==> src/rtl/neurotile_sequencer_pkg.sv <==
// Shared opcodes and state encoding for the neurotile command path.
// Used by the pin decoder, the sequencer and the tile array.
package neurotile_pkg;

    localparam logic [1:0] OP_NOP   = 2'd0;
    localparam logic [1:0] OP_LOAD  = 2'd1;
    localparam logic [1:0] OP_RUN   = 2'd2;
    localparam logic [1:0] OP_CLEAR = 2'd3;

    typedef enum logic [1:0] {
        ST_IDLE,
        ST_LOAD,
        ST_RUN,
        ST_CLEAR
    } state_e;

    // A zero step count requests the full 256-step run.
    function automatic logic [8:0] step_count(input logic [7:0] d);
        return (d == 8'd0) ? 9'd256 : {1'b0, d};
    endfunction

endpackage

==> src/rtl/neurotile_sequencer_if.sv <==
// Command byte-stream handshake into the neurotile sequencer.
// The pin decoder is the master, the sequencer the slave.
interface neurotile_sequencer_if;

    logic       cmd_valid;
    logic       cmd_ready;
    logic [1:0] cmd_op;
    logic [7:0] cmd_data;

    modport master (
        output cmd_valid,
        output cmd_op,
        output cmd_data,
        input  cmd_ready
    );

    modport slave (
        input  cmd_valid,
        input  cmd_op,
        input  cmd_data,
        output cmd_ready
    );

endinterface

==> src/rtl/neurotile_sequencer_step_timer.sv <==
// Step pacing: 9-bit remaining-step down-counter plus inter-pulse gap counter.
// The first pulse leaves on the start edge; last_o flags gap expiry after the final one.
module neurotile_step_timer #(
    parameter int STEP_GAP = 2
) (
    input  logic       clk,
    input  logic       rst_n,
    input  logic       start_i,
    input  logic [8:0] count_i,
    input  logic       ena_i,
    output logic       step_o,
    output logic       last_o
);

    localparam int GW = (STEP_GAP > 1) ? $clog2(STEP_GAP) : 1;
    localparam logic [GW-1:0] GAP_RELOAD = GW'(STEP_GAP - 1);

    logic [8:0]    rem_q;
    logic [GW-1:0] gap_q;
    logic          step_q;

    always_ff @(posedge clk or negedge rst_n) begin
        if (!rst_n) begin
            rem_q  <= '0;
            gap_q  <= '0;
            step_q <= 1'b0;
        end else begin
            step_q <= 1'b0;
            if (start_i) begin
                step_q <= 1'b1;
                rem_q  <= count_i - 9'd1;
                gap_q  <= GAP_RELOAD;
            end else if (ena_i) begin
                if (gap_q != '0) begin
                    gap_q <= gap_q - 1'b1;
                end else if (rem_q != '0) begin
                    step_q <= 1'b1;
                    rem_q  <= rem_q - 9'd1;
                    gap_q  <= GAP_RELOAD;
                end
            end
        end
    end

    assign step_o = step_q;
    assign last_o = (gap_q == '0) && (rem_q == '0);

endmodule

==> src/rtl/neurotile_sequencer.sv <==
// Command-driven controller: streams per-tile config bytes, then paces tile steps.
// Sole writer of tile configuration.
module neurotile_sequencer
    import neurotile_pkg::*;
#(
    parameter int N_TILES        = 4,
    parameter int WORDS_PER_TILE = 4,
    parameter int STEP_GAP       = 2,
    localparam int TW = $clog2(N_TILES),
    localparam int AW = $clog2(WORDS_PER_TILE)
) (
    input  logic                  clk,
    input  logic                  rst_n,
    input  logic                  ena,
    neurotile_sequencer_if.slave  cmd,
    output logic                  cfg_we,
    output logic [TW-1:0]         cfg_tile,
    output logic [AW-1:0]         cfg_addr,
    output logic [7:0]            cfg_data,
    output logic                  tile_step,
    output logic                  tile_clear,
    output logic                  busy,
    output logic                  done,
    output logic                  err
);

    localparam logic [TW-1:0] TILE_LAST = TW'(N_TILES - 1);
    localparam logic [AW-1:0] WORD_LAST = AW'(WORDS_PER_TILE - 1);

    state_e        state_q;
    logic [TW-1:0] tile_q;
    logic [AW-1:0] word_q;
    logic          loaded_q;
    logic          err_q;
    logic          cfg_we_q;
    logic [TW-1:0] cfg_tile_q;
    logic [AW-1:0] cfg_addr_q;
    logic [7:0]    cfg_data_q;
    logic          clear_q;
    logic          done_q;

    logic accept;
    logic run_start;
    logic timer_last;

    assign cmd.cmd_ready = ena & ((state_q == ST_IDLE) | (state_q == ST_LOAD));
    assign accept        = cmd.cmd_valid & cmd.cmd_ready;
    assign run_start     = accept & (state_q == ST_IDLE)
                         & (cmd.cmd_op == OP_RUN) & loaded_q;

    neurotile_step_timer #(
        .STEP_GAP (STEP_GAP)
    ) u_timer (
        .clk     (clk),
        .rst_n   (rst_n),
        .start_i (run_start),
        .count_i (step_count(cmd.cmd_data)),
        .ena_i   (ena & (state_q == ST_RUN)),
        .step_o  (tile_step),
        .last_o  (timer_last)
    );

    always_ff @(posedge clk or negedge rst_n) begin
        if (!rst_n) begin
            state_q    <= ST_IDLE;
            tile_q     <= '0;
            word_q     <= '0;
            loaded_q   <= 1'b0;
            err_q      <= 1'b0;
            cfg_we_q   <= 1'b0;
            cfg_tile_q <= '0;
            cfg_addr_q <= '0;
            cfg_data_q <= '0;
            clear_q    <= 1'b0;
            done_q     <= 1'b0;
        end else if (!ena) begin
            // Paused: hold everything, drop any strobes.
            cfg_we_q <= 1'b0;
            clear_q  <= 1'b0;
            done_q   <= 1'b0;
        end else begin
            cfg_we_q <= 1'b0;
            clear_q  <= 1'b0;
            done_q   <= 1'b0;
            unique case (state_q)
                ST_IDLE: begin
                    if (accept) begin
                        unique case (cmd.cmd_op)
                            OP_LOAD: begin
                                state_q  <= ST_LOAD;
                                tile_q   <= '0;
                                word_q   <= '0;
                                loaded_q <= 1'b0;
                            end
                            OP_RUN: begin
                                if (loaded_q) state_q <= ST_RUN;
                                else          err_q   <= 1'b1;
                            end
                            OP_CLEAR: begin
                                state_q  <= ST_CLEAR;
                                clear_q  <= 1'b1;
                                done_q   <= 1'b1;
                                loaded_q <= 1'b0;
                                err_q    <= 1'b0;
                            end
                            default: ;
                        endcase
                    end
                end
                ST_LOAD: begin
                    if (accept) begin
                        cfg_we_q   <= 1'b1;
                        cfg_tile_q <= tile_q;
                        cfg_addr_q <= word_q;
                        cfg_data_q <= cmd.cmd_data;
                        if (word_q == WORD_LAST) begin
                            word_q <= '0;
                            if (tile_q == TILE_LAST) begin
                                tile_q   <= '0;
                                loaded_q <= 1'b1;
                                done_q   <= 1'b1;
                                state_q  <= ST_IDLE;
                            end else begin
                                tile_q <= tile_q + 1'b1;
                            end
                        end else begin
                            word_q <= word_q + 1'b1;
                        end
                    end
                end
                ST_RUN: begin
                    if (timer_last) begin
                        done_q  <= 1'b1;
                        state_q <= ST_IDLE;
                    end
                end
                ST_CLEAR: state_q <= ST_IDLE;
                default:  state_q <= ST_IDLE;
            endcase
        end
    end

    assign cfg_we     = cfg_we_q;
    assign cfg_tile   = cfg_tile_q;
    assign cfg_addr   = cfg_addr_q;
    assign cfg_data   = cfg_data_q;
    assign tile_clear = clear_q;
    assign done       = done_q;
    assign err        = err_q;
    assign busy       = (state_q != ST_IDLE);

endmodule

==> src/flat_wrapper.sv <==
// flat-port wrapper written by rule: the top's interface ports become plain ports
module neurotile_sequencer_flat import neurotile_pkg::*;
#(
    parameter int N_TILES        = 4,
    parameter int WORDS_PER_TILE = 4,
    parameter int STEP_GAP       = 2,
    localparam int TW = $clog2(N_TILES),
    localparam int AW = $clog2(WORDS_PER_TILE)
)
  (clk, rst_n, ena, cfg_we, cfg_tile, cfg_addr, cfg_data, tile_step, tile_clear, busy, done, err, cmd_cmd_valid, cmd_cmd_op, cmd_cmd_data, cmd_cmd_ready);
  neurotile_sequencer_if cmd_i ();
  input  logic clk;
  input  logic rst_n;
  input  logic ena;
  output logic cfg_we;
  output logic [TW-1:0] cfg_tile;
  output logic [AW-1:0] cfg_addr;
  output logic [7:0] cfg_data;
  output logic tile_step;
  output logic tile_clear;
  output logic busy;
  output logic done;
  output logic err;
  input wire logic [$bits(cmd_i.cmd_valid)-1:0] cmd_cmd_valid;
  input wire logic [$bits(cmd_i.cmd_op)-1:0] cmd_cmd_op;
  input wire logic [$bits(cmd_i.cmd_data)-1:0] cmd_cmd_data;
  output wire logic [$bits(cmd_i.cmd_ready)-1:0] cmd_cmd_ready;
  assign cmd_i.cmd_valid = cmd_cmd_valid;
  assign cmd_i.cmd_op = cmd_cmd_op;
  assign cmd_i.cmd_data = cmd_cmd_data;
  assign cmd_cmd_ready = cmd_i.cmd_ready;
  neurotile_sequencer #(.N_TILES(N_TILES), .WORDS_PER_TILE(WORDS_PER_TILE), .STEP_GAP(STEP_GAP)) u_core (.clk(clk), .rst_n(rst_n), .ena(ena), .cmd(cmd_i), .cfg_we(cfg_we), .cfg_tile(cfg_tile), .cfg_addr(cfg_addr), .cfg_data(cfg_data), .tile_step(tile_step), .tile_clear(tile_clear), .busy(busy), .done(done), .err(err));
endmodule
==> config.mk <==
export PLATFORM = sky130hd
export DESIGN_NAME = neurotile_sequencer_flat
export DESIGN_NICKNAME = d
export VERILOG_FILES = /design/src/rtl/neurotile_sequencer_pkg.sv /design/src/rtl/neurotile_sequencer_if.sv /design/src/rtl/neurotile_sequencer_step_timer.sv /design/src/rtl/neurotile_sequencer.sv /design/src/flat_wrapper.sv
export SDC_FILE = /design/constraint.sdc
export NUM_CORES = 1
export LEC_CHECK = 0
export CORE_ASPECT_RATIO = 0.7
export CORE_UTILIZATION = 45
export DETAILED_ROUTE_END_ITERATION = 6
export DONT_BUFFER_PORTS = 1
export MAX_ROUTING_LAYER = met4
export PLACE_DENSITY_LB_ADDON = 0.2
export SLEW_MARGIN = 20
export SYNTH_ARGS = -nofsm -noshare
export SYNTH_HDL_FRONTEND = slang
export SYNTH_SLANG_ARGS = --single-unit
export TNS_END_PERCENT = 50
==> constraint.sdc <==
create_clock -name clk -period 4.05 [get_ports clk]
set_clock_uncertainty 0.2 [all_clocks]
set_input_delay 0.81 -clock clk [delete_from_list [all_inputs] [get_ports clk]]
set_output_delay 0.81 -clock clk [all_outputs]
set_load 0.01 [all_outputs]
Yosys cells after proc, flatten, opt, wreduce, memory -nomap -nowiden
Cells that the tools add are included.

word-level totals
  output and inout bits = 19
  input bits = 14
  bits in registers = 34
  logic and storage cells = 114

operators by class
  bitwise gates (word level) = 8
  mux-type cells = 50
  $add $sub $neg = 5
  eq/ne operators = 19
  reduce and logical (&&, ||, !) cells = 18

operators by type and width
  cell                                                   number
  2-to-1 mux 9 bit                                       5
  2-to-1 mux 2 bit                                       13
  2-to-1 mux 1 bit                                       25
  subtractor 9 x 1 -> 9 bit, second input constant       2
  equality test 2 bit, second input constant             6
  inequality test 2 bit, second input constant           5
  AND reduction 5 bit                                    2
  nonzero test 2 bit                                     5
  zero test 9 bit                                        1
  nonzero test 9 bit                                     1
  zero test 8 bit                                        1
  inequality test 2 x 1 -> 1 bit, second input constant  4
  one-hot mux 2 bit (2 select lines)                     2
  one-hot mux 2 bit (4 select lines)                     1
  AND reduction 8 bit                                    1
  AND reduction 7 bit                                    1
  bitwise AND 1 bit                                      6
  one-hot mux 2 bit (3 select lines)                     1
  AND reduction 3 bit                                    2
  AND reduction 6 bit                                    1
  adder 2 x 1 -> 2 bit, second input constant            2
  equality test 2 x 1 -> 1 bit, second input constant    2
  inequality test 4 bit, second input constant           1
  one-hot mux 1 bit (2 select lines)                     2
  other kinds (8)                                        8

Longest topological paths before layout
  word-level depth = 9
  gate-level depth with buffers = 8
  gate-level depth less buffers = 5

Modules after synthesis
From an unflattened synthesis, not the netlist that was laid out.

unflattened totals
  cells, all modules = 181
  area total of the unflattened synthesis = 1,905.6 um2

by module, submodules not included
  module                area each (um2)  cells an instance  times used  sequential area each (um2)
  neurotile_sequencer   1,103.6          100                1           575.6
  neurotile_step_timer  802.0            81                 1           275.3

Worst setup path after synthesis
No wires, ideal clock.

  kind = input -> output
  start point = in ena
  end point = out cmd_cmd_ready
  buffers on the path = 1
  arrival time = 1.275 ns
  required time = 3.040 ns
  setup slack = 1.765 ns
  stages on the path = 3
  path through = clkbuf_1 > inv_1 > nor2_1

between the ends
  cells in the longest elaborated chain, start to end = 1

ends and longest elaborated chain
  item                line                       source
  start: declaration  flat_wrapper.sv:14         input logic ena;
  bitwise AND 1 bit   neurotile_sequencer.sv:46  assign cmd.cmd_ready = ena & ((state_q == ST_IDLE) | (state_q == ST_LOAD));
  end: declaration    flat_wrapper.sv:27         output wire logic [$bits(cmd_i.cmd_ready)-1:0] cmd_cmd_ready;

No other way between the ends.

Worst setup path after layout
  start point = reg u_core.state_q[1]
  end point = reg u_core.done_q, in the netlist u_core.done

between the ends
  cells in the longest elaborated chain, start to end = 7
  elaborated cells between the ends (all ways) = 10
  those cells by class = eq/ne: 2; mux: 4; bitwise: 3; reduce/logical: 1

ends and longest elaborated chain
  item                                                                    line                                                   source
  start: declaration                                                      neurotile_sequencer.sv:30                              state_e state_q;
  start signal: assignment                                                neurotile_sequencer.sv:65                              state_q <= ST_IDLE;
  start signal: assignment                                                neurotile_sequencer.sv:90                              state_q <= ST_LOAD;
  start signal: assignment                                                neurotile_sequencer.sv:96                              if (loaded_q) state_q <= ST_RUN;
  equality test 2 x 1 -> 1 bit / zero test 2 bit (equally long branches)  neurotile_sequencer.sv:46, neurotile_sequencer.sv:85
  OR 1 bit                                                                neurotile_sequencer.sv:46
  bitwise AND 1 bit                                                       neurotile_sequencer.sv:46
  bitwise AND 1 bit                                                       neurotile_sequencer.sv:47                              assign accept = cmd.cmd_valid & cmd.cmd_ready;
  2-to-1 mux 1 bit (on tied branches)                                     neurotile_sequencer.sv:111, neurotile_sequencer.sv:87
  one-hot mux 1 bit (3 select lines) (*)                                  neurotile_sequencer.sv:85                              unique case (state_q)
  2-to-1 mux 1 bit (*)                                                    neurotile_sequencer.sv:76                              end else if (!ena) begin
  end signal: assignment                                                  neurotile_sequencer.sv:75                              done_q <= 1'b0;
  end signal: assignment                                                  neurotile_sequencer.sv:80                              done_q <= 1'b0;
  end signal: assignment                                                  neurotile_sequencer.sv:84                              done_q <= 1'b0;
  end: declaration                                                        neurotile_sequencer.sv:40                              logic done_q;

Every way passes the cells marked *; elsewhere a longest branch is shown, timed or not.
A chain may end at the register's enable or synchronous reset.

==> metrics.sh <==
PRE_CTS_SLACK_PS=1650
POST-SYNTH-TOP-AREA-FRACTION_PCT=50.2
VDD.IR_DROP.WORST_mV=0.291
FIRST_PASS_GRT_WIRE_LENGTH_UM=5750
SYN-CELL-AREA_MM2=0.00170
TIMING.MAX_CAP.VIOLATIONS=0
FINAL.PERIOD_UTILIZATION_PCT=55.0
GRT_ANTENNA_BEFORE_REPAIR=0
MOST_COMMON_CELL_AFTER_LAYOUT_FILL_AND_TAPS_ASIDE='sky130_fd_sc_hd__nand2_1'
TOTALNEGATIVESETUPSLACK_PS=0
WORST-ENDPOINT-REQUIRED_PS=4070
ANT_NETS=0
TRITONCTS='done'
DP.CELLS=222
FF2FF_PATH_DEPTH=5
MAX-SLEW-MARGIN-REL_PCT=53.1
END_KIND='flip-flop'
CTS_RESIZED=0
LAYOUT-DRIVE-GT1-SHARE_PCT=8.84
DIE_WIDTH_UM=75.4
TOTAL_ROUTING_USAGE_REPORTED_BY_GLOBAL_ROUTING_PCT=20.7
ANTENNADIODECOUNT=0
ARRIVAL_TIME_OF_THE_WORST_SETUP_PATH_PS=2250
PATH_CLASS_OF_THE_LOWEST_SLACK_MIN_DELAY_PATH='in -> async'
SYNTH_CELL_TYPE_COUNT=47
SYNTH-ASYNC-RESET-RATIO_PCT=100
HTREEDEPTH=2
DP.FINAL_HPWL_UM=2420
REPORT.FINAL.HOLD_VIOL_COUNT=0
CTS-HOLD-FIX-BUFFERS=0
CORE_AREA_MM2=0.00356
WORST-PATH-MAX-FANOUT=16
FINAL_SETUP_VIOLATION_COUNT=0
GRT_REMAINING_OVERFLOW=0
ROUTED-VIA-COUNT=1314
AREA_GROWTH_SYN_TO_FIN_PCT=9.30
SYNTH-SEQ-AREA-SHARE_PCT=50.2
SYNTHESIS.NETS=197
SYNTH_TOP_CELLS_BY_AREA='sky130_fd_sc_hd__dfrtp_1 (50%), sky130_fd_sc_hd__nand2_1 (11%), sky130_fd_sc_hd__nor2_1 (2.0%)'
CTS_SETUP_BUFFERS=0
CLKTRANSATPATHREGS_PS=70
YOSYS_WARNINGS=0
FIRST_ITER_VIOLATIONS=84
PORT_BUFFERS=0
GRT_PASS1_VIAS=1250
RESULT_OF_THE_RUN='completed'
PLACED_AREA_MM2=0.00172
TOTALWIRELENGTH_UM=3470
SYNTH.FF_LATCH_COUNT=34
NUMBER_OF_CELLS_IN_THE_FINISHED_LAYOUT_APART_FROM_FILLERS=231
LEAKAGEPOWER_nW=0.875
POST-ROUTE-DRC-COUNT=0
ACHIEVABLE_FREQ_MHz=449
WORST_SLACK_PS=1820
SYNTH_EDF_COUNT=0
CLOCK-ROOT-BUFFER='sky130_fd_sc_hd__clkbuf_8'
SYNTH_AREA_LEADER_CELL='sky130_fd_sc_hd__dfrtp_1'
MOST-COMMON-LAYOUT-CELLS='sky130_fd_sc_hd__nand2_1 (48), sky130_fd_sc_hd__dfrtp_1 (34), sky130_fd_sc_hd__nor2_1 (9)'
CLK_LATENCY_PS=290
FIRSTDRTPASSITERS=4
REPORT.POWER.TOTAL_mW=0.851
LAYOUT_MIN_CYCLE_TIME_PS=2230
FLOORPLAN.DIE_AREA_MM2=0.00402
START_KIND='flip-flop'
FLOORPLAN.INITIALDENSITY_PCT=47.6
FINISH.UTILIZATION_PCT=52.1
POWERDENSITY_mW_PER_MM2=459
HEIGHT_OF_THE_DIE_UM=53.4
SYN-MEAN-INSTANCE-AREA_UM2=9.37
ROWS=18
DESIGN_AREA_MM2=0.00185
TIMING_WORST_SLEW_PIN_VALUE_PS=702
CRITPATHKIND='reg -> reg'
SYN-INSTANCE-COUNT=181
HOLD_SLACK_PS=145
NETS=196
MAXSLEWVIOLCOUNT=0
RSZ0062_AT_GRT='false'
ROUTEDWLPERCELL_UM=15.0
CLOCK_TREE.BUFFER_DEPTH=2
CTS-BUFFERS-INSERTED=5
DESIGN.PORTCOUNT=33
CLOCK_SINKS=34
GRT_START_MAX_NET_PINS=35
SYNTH_FLOP_CELL='sky130_fd_sc_hd__dfrtp_1'
AVERAGE_VIA_COUNT_PER_STANDARD_CELL=5.69
FINALWEIGHTEDCONGESTION=0.892
## logic make-up after synthesis
| family | count (synthesis) | synth area share [%] |
|---|---|---|
| AND/OR/NAND/NOR | 90 | 26.8 |
| multiplexers | 1 | 0.664 |
| flip-flops | 34 | 50.2 |
| buffers and inverters | 16 | 3.84 |
| XOR/XNOR | 5 | 2.58 |
| adder cells (fa/ha/maj) | 2 | 1.48 |
| AO/OA/AOI/OAI | 33 | 14.5 |
## flip-flops by register name, indices dropped and copies added, names as in the netlist
register               flops
u_core.loaded_q            1
u_core.u_timer.gap_q       1
u_core.word_q              2
u_core.cfg_we              1
u_core.state_q             2
u_core.cfg_tile            2
u_core.cfg_addr            2
u_core.tile_clear          1
u_core.u_timer.rem_q       9
u_core.done                1
u_core.tile_q              2
u_core.cfg_data            8
u_core.err                 1
u_core.u_timer.step_o      1
## worst max-delay path, cell delays in order, from the launching register on
cell and delay [ps]:
sky130_fd_sc_hd__dfrtp_1 480, sky130_fd_sc_hd__nand2b_1 230, sky130_fd_sc_hd__or2_2 430, sky130_fd_sc_hd__inv_1 410
sky130_fd_sc_hd__and3_1 250, sky130_fd_sc_hd__o311a_1 160
## metal layers
layer | routed length (um) | track usage [%] | up-vias
li1 | - | - | 639
met1 | 1640 | 26.0 | 622
met2 | 1580 | 30.4 | 51
met3 | 241 | 9.33 | 2
met4 | 10 | 5.25 | 0
met5 | 0 | - | -
## cells in the mapped netlist, types with 3 or more instances
library cell                n
sky130_fd_sc_hd__nor2_1     9
sky130_fd_sc_hd__clkbuf_1   5
sky130_fd_sc_hd__nand3_1    5
sky130_fd_sc_hd__nor3_1     4
sky130_fd_sc_hd__nand2_1   48
sky130_fd_sc_hd__buf_2      4
sky130_fd_sc_hd__a31oi_1    4
sky130_fd_sc_hd__xnor2_1    3
sky130_fd_sc_hd__o21ai_0    6
sky130_fd_sc_hd__a21oi_1    4
sky130_fd_sc_hd__inv_1      7
sky130_fd_sc_hd__dfrtp_1   34
## power by group
| part | internal [mW] | switching [mW] | total [mW] |
|---|---|---|---|
| clock | 0.183 | 0.125 | 0.308 |
| sequential | 0.388 | 0.0530 | 0.441 |
| combinational | 0.0459 | 0.0563 | 0.102 |
| total | 0.617 | 0.234 | 0.851 |
## worst paths after layout
kind	from	endpoint	slack, ps
min in group clk	u_core.word_q[1]	u_core.cfg_addr[1]	310
max reg2reg	u_core.state_q[1]	u_core.done	1820
max in group asynchronous	rst_n	u_core.u_timer.rem_q[4]	3330
min reg2reg	u_core.word_q[1]	u_core.cfg_addr[1]	310
min	rst_n	u_core.tile_clear	140
max	u_core.state_q[1]	u_core.done	1820
## layout make-up
class | count | area, um^2
timing repair buffer | 1 | 20.0
inverter | 7 | 26.3
tap | 50 | 62.6
multi-input combinational | 131 | 779
sequential | 34 | 851
fill | 338 | 1710
clock inverter | 3 | 45.0
clock buffer | 5 | 68.8
Note: power is estimated with default switching activity, not from simulation.
